[config.mk]
export PLATFORM = sky130hd
export DESIGN_NAME = vga_pattern_engine
export DESIGN_NICKNAME = d
export VERILOG_FILES = /design/src/rtl/vga_pkg.sv /design/src/rtl/vga_addr_calc.sv /design/src/rtl/vga_pattern_engine.sv
export SDC_FILE = /design/constraint.sdc
export NUM_CORES = 1
export LEC_CHECK = 0
export BUFFER_PORTS_ARGS = -buffer_cell sky130_fd_sc_hd__clkbuf_2
export CAP_MARGIN = 0
export CORE_ASPECT_RATIO = 1.75
export CORE_MARGIN = 1
export CORE_UTILIZATION = 45
export DETAILED_ROUTE_END_ITERATION = 12
export GPL_TIMING_DRIVEN = 0
export PLACE_DENSITY = 0.64
export SYNTH_ARGS = -nofsm -noshare
export SYNTH_HDL_FRONTEND = slang
export SYNTH_SLANG_ARGS = --single-unit
[constraint.sdc]
create_clock -name CLOCK_50 -period 6.1 [get_ports CLOCK_50]
set_clock_uncertainty 0.15 [all_clocks]
set_input_delay 0.61 -clock CLOCK_50 [delete_from_list [all_inputs] [get_ports CLOCK_50]]
set_output_delay 0.61 -clock CLOCK_50 [all_outputs]
set_load 0.02 [all_outputs]
[src/rtl/vga_pkg.sv]
// vga_pkg: shared types and helpers for the VGA pattern engine.
//   mode_t        - pattern selector (SOLID, RAINBOW, BLIT, CHECKER)
//   state_t       - engine FSM states (IDLE, SCAN, FLUSH)
//   RB_*          - rainbow segment endpoint colors
//   expand_color  - widens a 3/12/24-bit image word to 24-bit RGB
package vga_pkg;

   typedef enum logic [1:0] {
      SOLID   = 2'd0,
      RAINBOW = 2'd1,
      BLIT    = 2'd2,
      CHECKER = 2'd3
   } mode_t;

   typedef enum logic [1:0] {
      IDLE  = 2'd0,
      SCAN  = 2'd1,
      FLUSH = 2'd2
   } state_t;

   localparam logic [23:0] RB_RED     = 24'hFF0000;
   localparam logic [23:0] RB_YELLOW  = 24'hFFFF00;
   localparam logic [23:0] RB_GREEN   = 24'h00FF00;
   localparam logic [23:0] RB_CYAN    = 24'h00FFFF;
   localparam logic [23:0] RB_BLUE    = 24'h0000FF;
   localparam logic [23:0] RB_MAGENTA = 24'hFF00FF;

   // word is the image word zero-extended to 24 bits; bits is its real width.
   function automatic logic [23:0] expand_color(input logic [23:0] word,
                                                input int unsigned bits);
      logic [23:0] rgb;
      case (bits)
         3:       rgb = {{8{word[2]}}, {8{word[1]}}, {8{word[0]}}};
         12:      rgb = {word[11:8], word[11:8], word[7:4], word[7:4],
                         word[3:0], word[3:0]};
         default: rgb = word;
      endcase
      return rgb;
   endfunction

endpackage

[src/rtl/vga_addr_calc.sv]
// vga_addr_calc: combinational image address y*COLS + x.
//   x    in  nX : absolute column
//   y    in  nY : absolute row
//   addr out Mn : memory address (sum formed at Mn+1 bits, then truncated)
// The common VGA widths are built from two shifts; anything else multiplies.
module vga_addr_calc
   import vga_pkg::*;
#(
   parameter int nX   = 8,
   parameter int nY   = nX - 1,
   parameter int Mn   = 15,
   parameter int COLS = 160
) (
   input  logic [nX-1:0] x,
   input  logic [nY-1:0] y,
   output logic [Mn-1:0] addr
);

   localparam int AW = Mn + 1;

   logic [AW-1:0] xw;
   logic [AW-1:0] yw;
   logic [AW-1:0] sum;

   assign xw = AW'(x);
   assign yw = AW'(y);

   generate
      if (COLS == 160) begin : g_160
         assign sum = (yw << 7) + (yw << 5) + xw;
      end else if (COLS == 320) begin : g_320
         assign sum = (yw << 8) + (yw << 6) + xw;
      end else if (COLS == 640) begin : g_640
         assign sum = (yw << 9) + (yw << 7) + xw;
      end else begin : g_mul
         assign sum = yw * AW'(COLS) + xw;
      end
   endgenerate

   assign addr = Mn'(sum);

endmodule

[src/rtl/vga_pattern_engine.sv]
// vga_pattern_engine: sweeps a rectangle one pixel per clock and emits
// VGA pixel writes in SOLID, RAINBOW, BLIT or CHECKER mode.
//   CLOCK_50, Reset      : clock, async active-high reset
//   start, mode          : request (sampled in IDLE only) and pattern select
//   x0/x1, y0/y1         : inclusive rectangle bounds
//   fg_color             : color for SOLID / CHECKER
//   mem_addr, mem_data   : synchronous image memory port (1-cycle latency)
//   VGA_X/Y/COLOR, plot  : pixel write, one register stage after stage 0
//   cur_color            : current rainbow sweep color
//   busy, done, err      : status; done is a pulse, err valid with done
module vga_pattern_engine
   import vga_pkg::*;
#(
   parameter int          nX       = 8,
   parameter int          nY       = nX - 1,
   parameter int          COLS     = 160,
   parameter int          ROWS     = 120,
   parameter int          Mn       = 15,
   parameter int          MEM_BITS = 12,
   parameter logic [7:0]  STEP     = 8'h11
) (
   input  logic                CLOCK_50,
   input  logic                Reset,
   input  logic                start,
   input  logic [1:0]          mode,
   input  logic [nX-1:0]       x0,
   input  logic [nX-1:0]       x1,
   input  logic [nY-1:0]       y0,
   input  logic [nY-1:0]       y1,
   input  logic [23:0]         fg_color,
   output logic [Mn-1:0]       mem_addr,
   input  logic [MEM_BITS-1:0] mem_data,
   output logic [nX-1:0]       VGA_X,
   output logic [nY-1:0]       VGA_Y,
   output logic [23:0]         VGA_COLOR,
   output logic                plot,
   output logic [23:0]         cur_color,
   output logic                busy,
   output logic                done,
   output logic                err
);

   localparam logic [nX:0] COLS_X = (nX + 1)'(COLS);
   localparam logic [nY:0] ROWS_Y = (nY + 1)'(ROWS);
   localparam logic [2:0]  SEG_LAST = 3'd6;

   state_t        state;
   mode_t         mode_r;
   logic [nX-1:0] x0_r, x1_r, x;
   logic [nY-1:0] y0_r, y1_r, y;
   logic [23:0]   fg_r;
   logic [2:0]    seg;          // rainbow segment; SEG_LAST marks the final sweep
   logic [23:0]   color_q;
   logic          out_blit;

   logic          bad_req;
   logic          last_x;
   logic          last_pix;
   logic [23:0]   s0_color;
   logic [23:0]   rb_next;
   logic [23:0]   rb_end;

   vga_addr_calc #(
      .nX  (nX),
      .nY  (nY),
      .Mn  (Mn),
      .COLS(COLS)
   ) u_addr (
      .x   (x),
      .y   (y),
      .addr(mem_addr)
   );

   assign bad_req  = (x0 > x1) || (y0 > y1) ||
                     ({1'b0, x1} >= COLS_X) || ({1'b0, y1} >= ROWS_Y);
   assign last_x   = (x == x1_r);
   assign last_pix = last_x && (y == y1_r);

   // Stage-0 color; BLIT color is formed one stage later from mem_data.
   always_comb begin
      s0_color = '0;
      case (mode_r)
         SOLID:   s0_color = fg_r;
         RAINBOW: s0_color = cur_color;
         CHECKER: s0_color = (x[3] ^ y[3]) ? ~fg_r : fg_r;
         default: s0_color = '0;
      endcase
   end

   // Next rainbow color and the endpoint that closes the current segment.
   always_comb begin
      rb_next = cur_color;
      rb_end  = cur_color;
      case (seg)
         3'd0: begin
            rb_next = {cur_color[23:16], cur_color[15:8] + STEP, cur_color[7:0]};
            rb_end  = RB_YELLOW;
         end
         3'd1: begin
            rb_next = {cur_color[23:16] - STEP, cur_color[15:8], cur_color[7:0]};
            rb_end  = RB_GREEN;
         end
         3'd2: begin
            rb_next = {cur_color[23:16], cur_color[15:8], cur_color[7:0] + STEP};
            rb_end  = RB_CYAN;
         end
         3'd3: begin
            rb_next = {cur_color[23:16], cur_color[15:8] - STEP, cur_color[7:0]};
            rb_end  = RB_BLUE;
         end
         3'd4: begin
            rb_next = {cur_color[23:16] + STEP, cur_color[15:8], cur_color[7:0]};
            rb_end  = RB_MAGENTA;
         end
         3'd5: begin
            rb_next = {cur_color[23:16], cur_color[15:8], cur_color[7:0] - STEP};
            rb_end  = RB_RED;
         end
         default: begin
            rb_next = cur_color;
            rb_end  = cur_color;
         end
      endcase
   end

   // Memory data arrives in the output stage, so BLIT bypasses color_q.
   assign VGA_COLOR = out_blit ? expand_color(24'(mem_data), MEM_BITS) : color_q;

   always_ff @(posedge CLOCK_50 or posedge Reset) begin
      if (Reset) begin
         state     <= IDLE;
         mode_r    <= SOLID;
         x0_r      <= '0;
         x1_r      <= '0;
         y0_r      <= '0;
         y1_r      <= '0;
         fg_r      <= '0;
         x         <= '0;
         y         <= '0;
         seg       <= '0;
         cur_color <= RB_RED;
         color_q   <= '0;
         out_blit  <= 1'b0;
         VGA_X     <= '0;
         VGA_Y     <= '0;
         plot      <= 1'b0;
         busy      <= 1'b0;
         done      <= 1'b0;
         err       <= 1'b0;
      end else begin
         done     <= 1'b0;
         err      <= 1'b0;
         plot     <= (state == SCAN);
         out_blit <= (state == SCAN) && (mode_r == BLIT);
         if (state == SCAN) begin
            VGA_X   <= x;
            VGA_Y   <= y;
            color_q <= s0_color;
         end

         case (state)
            IDLE: begin
               if (start) begin
                  if (bad_req) begin
                     done <= 1'b1;
                     err  <= 1'b1;
                  end else begin
                     mode_r    <= mode_t'(mode);
                     x0_r      <= x0;
                     x1_r      <= x1;
                     y0_r      <= y0;
                     y1_r      <= y1;
                     fg_r      <= fg_color;
                     x         <= x0;
                     y         <= y0;
                     seg       <= '0;
                     cur_color <= RB_RED;
                     busy      <= 1'b1;
                     state     <= SCAN;
                  end
               end
            end

            SCAN: begin
               if (last_x) begin
                  x <= x0_r;
                  if (last_pix) begin
                     y <= y0_r;
                     // A rainbow restarts the raster with the next color
                     // until the final FF0000 sweep has been emitted.
                     if ((mode_r == RAINBOW) && (seg != SEG_LAST)) begin
                        cur_color <= rb_next;
                        if (rb_next == rb_end) begin
                           seg <= seg + 3'd1;
                        end
                     end else begin
                        state <= FLUSH;
                     end
                  end else begin
                     y <= y + 1'b1;
                  end
               end else begin
                  x <= x + 1'b1;
               end
            end

            FLUSH: begin
               busy  <= 1'b0;
               done  <= 1'b1;
               state <= IDLE;
            end

            default: state <= IDLE;
         endcase
      end
   end

endmodule

==> qor.txt, run 1 <==
share of layout cells above drive strength 1 = 19.61%
antenna violations before repair = 0
Total Die Area = 23,470 um^2
mux share of post-synthesis cell area = 8.121%
Total GRT Usage = 31.20%
P per Cell Area = 531.7 nW/um^2
Initial Util = 46.18%
Pleak = 5.456 nW
Die W = 116.2 um
Crit. Startpoint = seg[2]
family with the most delay on the worst path = compound AO/OA/AOI/OAI gates
relative slew slack = 22.02%
Final Hold Viols = 0
Max stage delay on crit path = 0.63 ns
Num CTS Buffers = 17
Post-Synth XOR/XNOR Area = 5.796%
Mapped Area = 10,280 um^2
unrepaired setup endpoints after global routing = no
crit-path max FO = 10
# DRC = 0
grt total ovfl = 0
Final #Nets = 1,504
Setup Fix Bufs, Post-CTS = 0
fin worst setup slack = 0.6314 ns
post-synthesis sequential area ratio = 35.16%
Critical Path, Cell by Cell = buf_2, clkbuf_1, inv_1, ha_1, buf_2, buf_2, inv_2, ha_1, a31oi_1, o31a_1, o41ai_1, a2111oi_1, o211ai_1, a2111oi_4, nand4_2, or3_4, o41ai_2
status = completed
via count = 9,986
largest net degree at the start of global routing = 97
Syn. warnings = 0
Post-Synth Adder-Cell Area = 6.185%
worst slew pin tran = 1.140 ns
Cell Count Post-Placement = 1,661
Fmax achieved = 182.9 MHz
first-pass GRT wire length = 54.31 mm
Post-CTS Resized = 0
critical path class = reg -> reg
synthesized instance count = 1,212
Worst VDD drop = 426.3 uV
# setup viols final = 0
hold buffer count at CTS = 0
Synth Register Bits = 144
Post-synth EDFFs = 0
number of routed nets with antenna violations = 0
Synth cell types = 90
port bufs = 152
Rows = 72
most frequent cells in the layout = 152 x clkbuf_2, 145 x nand2_1, 136 x dfrtp_1
asr flop ratio synth = 100.0%
dpl ws = 0.7746 ns
critical path arrival = 5.65 ns
CTS max path bufs = 2
diode count = 0
DR WL/cell = 20.76 um
commonest non-fill, non-tap cell in the layout = clkbuf_2
largest family of logic cells by synthesized area = compound AO/OA/AOI/OAI gates
Max Cap Violations = 0
num ports = 153
Post-synth top flop = dfrtp_1
Synth Area in Compound Gates = 21.44%
Req. time, crit path = 6.28 ns
violation count after the first detailed-route iteration = 669
TritonCTS clock tree = done
fin crit share = 89.65%
iteration count of the initial detailed-routing pass = 5
HP Class = in -> async
Slowest-stage cell, CP = a2111oi_1
Final Non-Filler Cells = 1,693
H-tree Lvls = 4
CP dominant cell by count = buf_2
Mapped Nets = 1,332
Max Slew Vio Count = 0
vias in the first global route = 10,030
CP endpoint kind = register
Layout area overhead = 17.40%
root buf cell = clkbuf_16
HPWL Detailed = 27.00 mm
Routed WL = 35.15 mm
CTS sink count = 144
worst path bufs/invs = 6
Reg clk slew, reported paths = 0.07 ns
vias per cell = 5.898
total power draw = 6.414 mW
worst-skew pair later-pin latency = 0.44 ns
Avg Cell Area, Syn = 8.479 um^2
GP Congestion = 0.9616
Core Area = 22,250 um^2
fin crit period = 5.469 ns
die height = 201.9 um
Setup crit start kind = register
Post-Synth Simple-Gate Area = 17.19%
worst r2r src = seg[2]
==> path summary, 6_finish.rpt <==
path                                      end  slack (ns)  cells after the start
min in group CLOCK_50                 fg_r[2]        0.25                      2
worst min register to register       VGA_Y[2]        0.33                      2
max in group asynchronous       cur_color[17]        4.89                      3
worst max-delay path                   seg[2]        0.63                     17
worst max register to register         seg[2]        0.63                     17
worst min-delay path             cur_color[2]        0.05                      2
==> synthesized netlist by cell type (all sizes together) (6+ instances only) <==
library cell | number | area (um^2)
dfrtp | 136 | 3403
a221oi | 9 | 78.83
mux2i | 29 | 290.3
o21ai | 123 | 615.6
nand3 | 28 | 140.1
nor2b | 13 | 81.33
dfstp | 8 | 210.2
xor2 | 15 | 131.4
and2 | 6 | 37.54
nor3 | 15 | 75.07
nand2b | 7 | 43.79
clkbuf | 66 | 247.7
or2 | 8 | 50.06
nor4 | 11 | 83.83
a21oi | 83 | 415.4
o22ai | 6 | 37.54
a21o | 10 | 75.07
o41ai | 8 | 77.58
and3 | 6 | 37.54
inv | 69 | 259.0
o211ai | 12 | 90.09
o21a | 12 | 90.09
or3 | 8 | 55.05
nand4 | 14 | 93.84
ha | 46 | 575.6
xnor2 | 53 | 464.2
mux2 | 48 | 544.3
a31oi | 9 | 56.30
buf | 22 | 120.1
a211oi | 10 | 80.07
nor2 | 90 | 337.8
nand2 | 145 | 544.3
==> kinds of logic after synthesis <==
kind of cell             after synthesis
AND/OR/NAND/NOR                      372
AO/OA/AOI/OAI                        345
buffers and inverters                157
flip-flops                           144
multiplexers                          77
XOR/XNOR                              68
adder cells (fa/ha/maj)               49
==> state kept, by name, summed over array words and instances (netlist names), 2 cells and up <==
| name | count |
|---|---|
| mode_r | 2 |
| x0_r | 8 |
| y0_r | 7 |
| y1_r | 7 |
| VGA_X | 8 |
| y | 7 |
| state | 2 |
| color_q | 24 |
| cur_color | 24 |
| x1_r | 8 |
| seg | 3 |
| x | 8 |
| VGA_Y | 7 |
| fg_r | 24 |
==> metal layers <==
layer	track usage, %	vias to the layer above	share of wire, %
met4	21.61	0	6.5
met5	0	-	0
met1	32.83	4839	36
met2	55.35	379	52
li1	-	4648	-
met3	4.888	120	4.9
==> power by group <==
part | internal, mW | leakage, nW | switching, mW
logic | 1.41 | 3.39 | 2.11
registers | 1.38 | 1.77 | 0.396
clock network | 0.663 | 0.298 | 0.450
total | 3.46 | 5.46 | 2.95
==> metrics by stage <==
step | hold slack [ns] | util [%] | TNS [ns] | area [um^2]
2_1_floorplan | 0.2997 | - | 0 | 10280
3_3_place_gp | 0.3138 | 51.27 | -39.35 | 11410
3_5_place_dp | 0.3124 | 51.43 | 0 | 11440
4_1_cts | 0.06282 | 54.22 | 0 | 12060
5_1_grt | 0.09395 | 54.22 | 0 | 12060
6_report | 0.04842 | 54.22 | 0 | 12060
==> cell type report <==
type	instances	area, um^2
repair buffers	153	788.3
well taps	296	370.4
clock buffers	19	442.9
clock inverters	13	176.4
fillers	2209	10190
multi-input cells	911	6041
inverters	69	264.0
plain buffers	88	367.9
flip-flops and latches	144	3613
(Power assumes the default switching activity.)
==> run 2, diff against run 1 <==
- CORE_MARGIN: 1 -> 2
- GPL_TIMING_DRIVEN: 0 -> default
==> run 2 against run 1 <==
Setup slack improved by 0.52 ns. Non-clock buffer count down 76. Via count shrank 6.3%. Clock-buffer cell count rose by 4. Critical path depth fell by 4. Register-to-register slack improved by 0.52 ns. First-iteration DRC count shrank 9.0%. Critical endpoint unchanged.
==> qor.txt, run 2 (synthesis gave the netlist of run 1 again) <==
status = completed
most frequent cells in the layout = 152 x clkbuf_2, 145 x nand2_1, 136 x dfrtp_1
num ports = 153
commonest non-fill, non-tap cell in the layout = clkbuf_2
Final Non-Filler Cells = 1,621
fin worst setup slack = 1.154 ns
fin crit period = 4.946 ns
CP Depth = 13
Final #Nets = 1,428
Num CTS Buffers = 17
Critical Path, Cell by Cell = inv_1, ha_1, inv_2, ha_1, a31oi_1, o31a_1, o41ai_1, a2111oi_1, o211ai_1, a2111oi_4, nand4_2, or3_4, o41ai_2
CP dominant cell by count = ha_1
Pleak = 5.312 nW
Req. time, crit path = 6.30 ns
Final Hold Viols = 0
CTS max path bufs = 2
Fmax achieved = 202.2 MHz
area of the multi-input gates = 6067 um^2
Slowest-stage cell, CP = a2111oi_1
unrepaired setup endpoints after global routing = no
Rows = 73
vias in the first global route = 9,352
vias per cell = 5.775
dpl ws = 1.217 ns
critical path arrival = 5.14 ns
first-pass GRT wire length = 49.80 mm
Total GRT Usage = 26.60%
GP Congestion = 0.9699
HP Class = in -> async
Cell Count Post-Placement = 1,589
HPWL Detailed = 23.41 mm
worst-skew pair later-pin latency = 0.44 ns
H-tree Lvls = 4
diode count = 0
setup TNS = 0 ns
TritonCTS clock tree = done
share of layout cells above drive strength 1 = 20.44%
Layout area overhead = 14.08%
Core Util, Final = 51.96%
number of routed nets with antenna violations = 0
family with the most delay on the worst path = compound AO/OA/AOI/OAI gates
relative slew slack = 35.15%
largest net degree at the start of global routing = 93
worst slew pin tran = 0.9675 ns
# setup viols final = 0
worst path bufs/invs = 2
FF/Latch Area = 3613 um^2
Max Cap Violations = 0
CTS sink count = 144
# DRC = 0
P per Cell Area = 525.7 nW/um^2
Routed WL = 31.64 mm
violation count after the first detailed-route iteration = 609
fin crit share = 81.08%
critical path class = reg -> reg
Largest regs = color_q (24), cur_color (24), fg_r (24)
die height = 203.9 um
Max stage delay on crit path = 0.67 ns
DR WL/cell = 19.52 um
via count = 9,361
Max Slew Vio Count = 0
Worst VDD drop = 518.3 uV
grt total ovfl = 0
Setup crit start kind = register
Post-CTS Resized = 0
hold buffer count at CTS = 0
Initial Util = 45.55%
CP endpoint kind = register
Die W = 118.2 um
port bufs = 152
iteration count of the initial detailed-routing pass = 5
Worst Reg-to-Reg Cells = 13
Total Die Area = 24,110 um^2
Reg clk slew, reported paths = 0.07 ns
Layout fillers = 2,229
Core Area = 22,560 um^2
crit-path max FO = 18
antenna violations before repair = 0
root buf cell = clkbuf_16
Setup Fix Bufs, Post-CTS = 0
[run 2: per-layer routing]
layer | global-route usage [%] | wire length [um] | part of all wire, %
met1 | 27.66 | 11910 | 38
met2 | 49.48 | 16850 | 53
met3 | 4.353 | 1173 | 3.7
met4 | 16.18 | 1707 | 5.4
met5 | 0 | 0 | 0
[run 2: path summary, 6_finish.rpt]
kind | from | end | slack, ns
worst min register to register | VGA_X[4] | VGA_X[4] | 0.33
min in group CLOCK_50 | mode[1] | mode_r[1] | 0.25
max in group asynchronous | Reset | cur_color[15] | 4.35
worst max register to register | seg[2] | seg[2] | 1.15
worst max-delay path | seg[2] | seg[2] | 1.15
worst min-delay path | Reset | VGA_X[4] | 0.18
[run 2: final cells by class]
| class | instances | area share [%] |
|---|---|---|
| clock buffers | 23 | 3.906 |
| repair buffers | 165 | 7.322 |
| clock inverters | 9 | 0.7365 |
| flip-flops and latches | 144 | 30.83 |
| well taps | 300 | 3.202 |
| multi-input cells | 911 | 51.76 |
| inverters | 69 | 2.252 |
[run 2: power breakdown]
part           switching [mW]  internal (mW)
Clock                   0.414          0.571
Combinational            1.83           1.36
Sequential              0.607           1.38
[run 2: through the flow]
step / area, um^2 / hold WS (ns) / total power, mW
2_1_floorplan: 10280 / 0.2997 / 4.268
5_1_grt: 11720 / 0.2343 / 6.658
3_3_place_gp: 11180 / 0.3126 / 5.154
3_5_place_dp: 11180 / 0.3170 / 5.210
6_report: 11720 / 0.1791 / 6.162
4_1_cts: 11720 / 0.2123 / 6.211
